===== src/rtl/mult_scheduler_if.sv =====
// Request/grant and result bus of the shared-multiplier scheduler.
// The requester side drives operands; the scheduler returns grants and per-channel results.
interface mult_scheduler_if #(
  parameter int BITSIZE = 16,
  parameter int NCH     = 4
);
  logic [NCH-1:0]         req;
  logic [NCH*BITSIZE-1:0] in_a;
  logic [NCH*BITSIZE-1:0] in_b;
  logic [NCH-1:0]         gnt;
  logic [NCH*BITSIZE-1:0] out_data;
  logic [NCH-1:0]         out_valid;
  logic                   frame_done;
  logic                   overrun;

  modport master (
    output req, in_a, in_b,
    input  gnt, out_data, out_valid, frame_done, overrun
  );

  modport slave (
    input  req, in_a, in_b,
    output gnt, out_data, out_valid, frame_done, overrun
  );
endinterface


===== src/rtl/mult_scheduler.sv =====
// Frame-synchronous round-robin scheduler time-sharing one signed Q1.x multiplier
// among NCH channels; results are truncated, with the single -1 x -1 overflow saturated.
module mult_scheduler #(
  parameter int BITSIZE = 16,
  parameter int NCH     = 4
) (
  input  logic              clk,
  input  logic              reset,
  input  logic              lrclk,
  mult_scheduler_if.slave   bus
);
  localparam int PTR_W  = $clog2(NCH);
  localparam int PROD_W = 2 * BITSIZE;

  typedef enum logic [1:0] {IDLE, ARB, DRAIN} state_t;

  state_t                    state_q, state_d;
  logic                      lrclk_meta, lrclk_sync, lrclk_prev;
  logic                      lrclk_live, arm;
  logic                      frame_start;
  logic [NCH-1:0]            pending_q, pending_d;
  logic [PTR_W-1:0]          ptr_q, ptr_d;
  logic                      drain_cnt_q, drain_cnt_d;
  logic                      grant_any, issue;
  logic [PTR_W-1:0]          grant_idx;
  logic [NCH-1:0]            grant_vec;
  logic                      done_empty, done_drain, done_p;
  logic [NCH-1:0]            gnt_q;
  logic                      vld_p1, vld_p2;
  logic [PTR_W-1:0]          tag_p1, tag_p2;
  logic signed [BITSIZE-1:0] a_p1, b_p1;
  logic signed [PROD_W-1:0]  product_p2;
  logic [NCH*BITSIZE-1:0]    out_data_q;
  logic [NCH-1:0]            out_valid_q;
  logic                      frame_done_q, overrun_q;

  // The only product whose magnitude reaches 2^(2*BITSIZE-2) is (-1)x(-1);
  // its top two bits read 01 and it is clamped to the largest positive value.
  function automatic logic signed [BITSIZE-1:0] sat_trunc(input logic signed [PROD_W-1:0] p);
    if (p[PROD_W-1:PROD_W-2] == 2'b01)
      return {1'b0, {(BITSIZE-1){1'b1}}};
    return p[PROD_W-2:BITSIZE-1];
  endfunction

  // arm blocks a false frame start when lrclk is already high as reset releases.
  assign frame_start = lrclk_sync & ~lrclk_prev & arm;

  always_comb begin
    state_d     = state_q;
    pending_d   = pending_q;
    ptr_d       = ptr_q;
    drain_cnt_d = drain_cnt_q;
    grant_any   = 1'b0;
    grant_idx   = '0;
    grant_vec   = '0;
    issue       = 1'b0;
    done_empty  = 1'b0;
    done_drain  = 1'b0;

    for (int k = 0; k < NCH; k++) begin
      int idx;
      idx = int'(ptr_q) + k;
      if (idx >= NCH) idx = idx - NCH;
      if (!grant_any && pending_q[idx]) begin
        grant_any = 1'b1;
        grant_idx = PTR_W'(idx);
      end
    end

    case (state_q)
      IDLE: begin
        if (frame_start) begin
          pending_d = bus.req;
          if (bus.req != '0) state_d = ARB;
          else               done_empty = 1'b1;
        end
      end
      ARB: begin
        if (grant_any) begin
          issue                = 1'b1;
          grant_vec            = NCH'(1) << grant_idx;
          pending_d[grant_idx] = 1'b0;
          ptr_d = (grant_idx == PTR_W'(NCH - 1)) ? '0 : grant_idx + 1'b1;
          if ((pending_q & ~grant_vec) == '0) begin
            state_d     = DRAIN;
            drain_cnt_d = 1'b0;
          end
        end else begin
          state_d     = DRAIN;
          drain_cnt_d = 1'b0;
        end
      end
      DRAIN: begin
        drain_cnt_d = 1'b1;
        if (drain_cnt_q) begin
          state_d    = IDLE;
          done_drain = 1'b1;
        end
      end
      default: state_d = IDLE;
    endcase
  end

  always_ff @(posedge clk) begin
    if (reset) begin
      lrclk_meta   <= 1'b0;
      lrclk_sync   <= 1'b0;
      lrclk_prev   <= 1'b0;
      lrclk_live   <= 1'b0;
      arm          <= 1'b0;
      state_q      <= IDLE;
      pending_q    <= '0;
      ptr_q        <= '0;
      drain_cnt_q  <= 1'b0;
      gnt_q        <= '0;
      vld_p1       <= 1'b0;
      tag_p1       <= '0;
      vld_p2       <= 1'b0;
      tag_p2       <= '0;
      out_valid_q  <= '0;
      out_data_q   <= '0;
      done_p       <= 1'b0;
      frame_done_q <= 1'b0;
      overrun_q    <= 1'b0;
    end else begin
      lrclk_meta  <= lrclk;
      lrclk_sync  <= lrclk_meta;
      lrclk_prev  <= lrclk_sync;
      lrclk_live  <= 1'b1;
      if (lrclk_live && !lrclk_meta) arm <= 1'b1;
      state_q     <= state_d;
      pending_q   <= pending_d;
      ptr_q       <= ptr_d;
      drain_cnt_q <= drain_cnt_d;
      gnt_q       <= grant_vec;
      // stage 1: channel tag travels with the captured operands
      vld_p1      <= issue;
      if (issue) tag_p1 <= grant_idx;
      // stage 2: product register
      vld_p2      <= vld_p1;
      tag_p2      <= tag_p1;
      // stage 3: result write-back
      out_valid_q <= vld_p2 ? (NCH'(1) << tag_p2) : '0;
      if (vld_p2) out_data_q[tag_p2*BITSIZE +: BITSIZE] <= sat_trunc(product_p2);
      done_p       <= done_drain;
      frame_done_q <= done_empty | done_p;
      overrun_q    <= frame_start && (state_q != IDLE);
    end
  end

  always_ff @(posedge clk) begin
    // stage 1: operand capture
    if (issue) begin
      a_p1 <= bus.in_a[grant_idx*BITSIZE +: BITSIZE];
      b_p1 <= bus.in_b[grant_idx*BITSIZE +: BITSIZE];
    end
    // stage 2: full-width signed product
    product_p2 <= PROD_W'(a_p1) * PROD_W'(b_p1);
  end

  assign bus.gnt        = gnt_q;
  assign bus.out_data   = out_data_q;
  assign bus.out_valid  = out_valid_q;
  assign bus.frame_done = frame_done_q;
  assign bus.overrun    = overrun_q;
endmodule


===== src/flat_wrapper.sv =====
// flat-port wrapper written by rule: the top's interface ports become plain ports
module mult_scheduler_flat 
#(
  parameter int BITSIZE = 16,
  parameter int NCH     = 4
)
  (clk, reset, lrclk, bus_req, bus_in_a, bus_in_b, bus_gnt, bus_out_data, bus_out_valid, bus_frame_done, bus_overrun);
  mult_scheduler_if #(.BITSIZE(BITSIZE), .NCH(NCH)) bus_i ();
  input  logic clk;
  input  logic reset;
  input  logic lrclk;
  input wire logic [$bits(bus_i.req)-1:0] bus_req;
  input wire logic [$bits(bus_i.in_a)-1:0] bus_in_a;
  input wire logic [$bits(bus_i.in_b)-1:0] bus_in_b;
  output wire logic [$bits(bus_i.gnt)-1:0] bus_gnt;
  output wire logic [$bits(bus_i.out_data)-1:0] bus_out_data;
  output wire logic [$bits(bus_i.out_valid)-1:0] bus_out_valid;
  output wire logic [$bits(bus_i.frame_done)-1:0] bus_frame_done;
  output wire logic [$bits(bus_i.overrun)-1:0] bus_overrun;
  assign bus_i.req = bus_req;
  assign bus_i.in_a = bus_in_a;
  assign bus_i.in_b = bus_in_b;
  assign bus_gnt = bus_i.gnt;
  assign bus_out_data = bus_i.out_data;
  assign bus_out_valid = bus_i.out_valid;
  assign bus_frame_done = bus_i.frame_done;
  assign bus_overrun = bus_i.overrun;
  mult_scheduler #(.BITSIZE(BITSIZE), .NCH(NCH)) u_core (.clk(clk), .reset(reset), .lrclk(lrclk), .bus(bus_i));
endmodule

===== config.mk =====
export PLATFORM = sky130hd
export DESIGN_NAME = mult_scheduler_flat
export DESIGN_NICKNAME = d
export VERILOG_FILES = /design/src/rtl/mult_scheduler_if.sv /design/src/rtl/mult_scheduler.sv /design/src/flat_wrapper.sv
export SDC_FILE = /design/constraint.sdc
export NUM_CORES = 1
export LEC_CHECK = 0
export CORE_UTILIZATION = 62
export DETAILED_ROUTE_END_ITERATION = 10
export GPL_TIMING_DRIVEN = 0
export HOLD_SLACK_MARGIN = 0.15
export PLACE_DENSITY = 0.89
export SYNTH_ARGS = -nofsm -noshare
export SYNTH_HDL_FRONTEND = slang
export SYNTH_SLANG_ARGS = --single-unit

===== constraint.sdc =====
create_clock -name clk -period 14.3 [get_ports clk]
set_input_delay 3.575 -clock clk [delete_from_list [all_inputs] [get_ports clk]]
set_output_delay 3.575 -clock clk [all_outputs]
set_load 0.02 [all_outputs]

==> Flow_metrics.wiki <==
{| class="wikitable"
! Metric !! Value
|-
| Result of the run || complete, no violations
|-
| M2 GR Usage || approximately 61%
|-
| Top Ports || 209
|-
| Post-Route Skew || 0.00718 ns
|-
| Arrival time at the worst endpoint || approximately 7.6 ns
|-
| Number of synthesized flops with an enable pin || 32
|-
| Global route hottest layer || met2
|-
| Die Span X || 159 µm
|-
| DRC Markers || 0
|-
| Worst-path cell chain || clkbuf_1 > nand2_1 > fa_1 > inv_1 > fa_1 > fa_1 > fa_1 > fa_1 > inv_1 > fa_1 > inv_1 > ha_1 > a21o_1 > a21o_1 > a211o_1 > a21o_1 > or3_4 > a21o_1 > a21oi_2 > xnor2_1
|-
| Fraction of synthesis flops using an asynchronous set or reset pin || 0%
|-
| RePlAce Congestion || about 0.97
|-
| Number of clock sinks seen by CTS || 144
|-
| Maximum root-to-sink buffer count || 2
|-
| Max Fanout on Critical Path || 10
|-
| IO buf count || 207
|-
| Largest net degree at the start of global routing || 42
|-
| Antenna diode instance count || 0
|-
| Initial Util || between 60% and 70%
|-
| Final antenna-violating net count || 0
|-
| Fraction of layout cells with a size suffix above 1 || approximately 3.4%
|-
| Number of violations of the max-capacitance limit || 0
|-
| Unrepaired setup endpoints after global routing || no
|-
| Area enclosed by the die boundary || 25400 µm²
|-
| Commonest non-fill, non-tap cells in the layout || inv_1 (342), nand2_1 (272), fa_1 (261)
|-
| Met1 track demand over resource in global routing || 41.9%
|-
| Worst path max stage delay || between 0.9 and 1 ns
|-
| Via count of the first global-routing pass || ~14000
|-
| Std cell rows || 57
|-
| Final routed wirelength across all metal layers || 42.3 mm
|-
| Die H || 159 µm
|-
| Post-route clock period utilization || 50.7%
|-
| Number of distinct standard cells referenced by the synthesized netlist || 55
|-
| Clock Latency Late Sink || 0.44 ns
|-
| Number of detailed-routing iterations run before antenna repair || 6
|-
| Number of instances resized during post-cts repair || 0
|-
| Max Freq || 138 MHz
|-
| Critical Path Slowest Stage Cell || fa_1
|-
| Fraction of the yosys area taken by sequential cells || about a fifth
|-
| Vias per std cell || around 5.6
|-
| Area growth from synthesis to layout || 20.0%
|-
| Critical path endpoint category || register
|-
| Number of buffers inserted by hold repair at cts || 0
|-
| Sum of negative setup slack || 0 ns
|-
| Core ar. || approximately 24000 µm²
|-
| H-Tree Level Count || 4
|-
| Number of violations reported at the end of detailed-routing iteration 0 || 1093
|-
| Aggregate global routing overflow || 0
|-
| Clock-pin transition on the worst setup and hold timing paths || 0.06 ns
|-
| Post-DP HPWL || approximately 34 mm
|-
| Kind of launch point of the worst setup path || register
|-
| Required time of the critical path || 14.67 ns
|-
| Classification of the worst-slack hold path || reg -> reg
|-
| Yosys warns || 0
|-
| Overall track demand over capacity in global routing || 35.2%
|-
| Syn_area_per_cell || 9.04 µm²
|-
| Buffer and inverter count on the worst path || 4
|-
| Relative slew slack || 11.7%
|-
| TritonCTS Buffers || 17
|-
| Crit path max-delay family || adder cells
|-
| Number of antenna violations at the first check in global routing || 1
|-
| First-pass GRT wire length || 69.3 mm
|-
| Yosys reg bits || 144
|-
| Post-synthesis net count || 2183
|-
| Number of nets in the finished design || 2409
|-
| Final hold violation count || 0
|-
| Shortest period the worst path allows || 7.25 ns
|-
| Number of buffers added for setup after CTS || 0
|-
| Wire length per cell || 18.8 µm
|-
| TritonCTS clock tree || done
|-
| Vias after detailed routing || 12800
|-
| Commonest non-fill, non-tap cell in the layout || inv_1
|-
| GRT met3 Usage || under 10%
|-
| Synthesized netlist cell count || ~1700
|-
| Final setup violating endpoints || 0
|-
| Cell occurring most often along the worst timing path || fa_1
|-
| Final Max Tran Viols || 0
|-
| Tightest Pin Transition || 1.31 ns
|-
| Commonest register cell after synthesis || dfxtp_1
|-
| Type of the worst setup path || reg -> reg
|-
| Total standard cell area after synthesis || 15300 µm²
|-
| Clock Tree Root || clkbuf_16
|}
## sequential cells by signal, summed over array words and instances, names as in the netlist, 2 cells and up
register and flops:
u_core.product_p2 17, u_core.bus.out_valid 4, u_core.b_p1 16, u_core.state_q 2
u_core.bus.out_data 64, u_core.tag_p1 2, u_core.a_p1 16, u_core.bus.gnt 4
u_core.tag_p2 2, u_core.pending_q 4, u_core.ptr_q 2
## layer usage
metal / up-vias / share of wire, %
li1: 5644 / -
met2: 661 / 51
met1: 6279 / 36
met4: 2 / 4.8
met3: 167 / 8.4
met5: - / 0.031
## worst paths after layout
path                                       from                     to  slack (ns)  cells after the start
worst max-delay path            u_core.a_p1[15]  u_core.product_p2[28]        7.05                     20
worst min-delay path              u_core.vld_p1          u_core.vld_p2        0.46                      1
worst max register to register  u_core.a_p1[15]  u_core.product_p2[28]        7.05                     20
worst min register to register    u_core.vld_p1          u_core.vld_p2        0.46                      1
## logic make-up after synthesis
family | Yosys count | synth area share, %
AND/OR/NAND/NOR | 588 | 18.1
buffers and inverters | 420 | 10.4
adder cells (fa/ha/maj) | 352 | 41.5
AO/OA/AOI/OAI | 168 | 7.73
flip-flops | 144 | 20.9
XOR/XNOR | 23 | 1.31
multiplexers | 1 | 0.0653
## through the flow
step                      cells  utilization, %  hold WS (ns)  worst slack, ns  area [µm²]
after CTS                  2258            75.8         0.456             7.09       18400
after floorplan            1696               -         0.410             7.93       15300
after global routing       2258            75.8         0.478             6.75       18400
after detailed placement   2227            73.4         0.432             7.16       17800
final                      2258            75.8         0.459             7.05       18400
after global placement     2227            73.4         0.425             7.30       17800
## cell usage after synthesis (32+ instances only)
library cell	n	share of area, %
edfxtp_1	32	6.3
nand2_1	272	6.7
clkbuf_1	62	1.5
dfxtp_1	112	15
a22oi_1	60	2.9
ha_1	91	7.4
fa_1	261	34
inv_1	342	8.4
a31oi_1	32	1.3
and3_1	38	1.6
nor2_1	94	2.3
and2_1	122	5.0
## final cells by class
cell class | count | area [µm²]
sequential | 144 | 3200
buffer | 73 | 287
fill | 1607 | 5860
multi-input combinational | 1132 | 10500
clock buffer | 18 | 429
tap | 324 | 405
timing repair buffer | 207 | 2070
inverter | 347 | 1300
clock inverter | 13 | 151
Power is left out: the tool's default activity adds up to more than one toggle a clock period on the data nets, which glitch-free logic cannot reach.
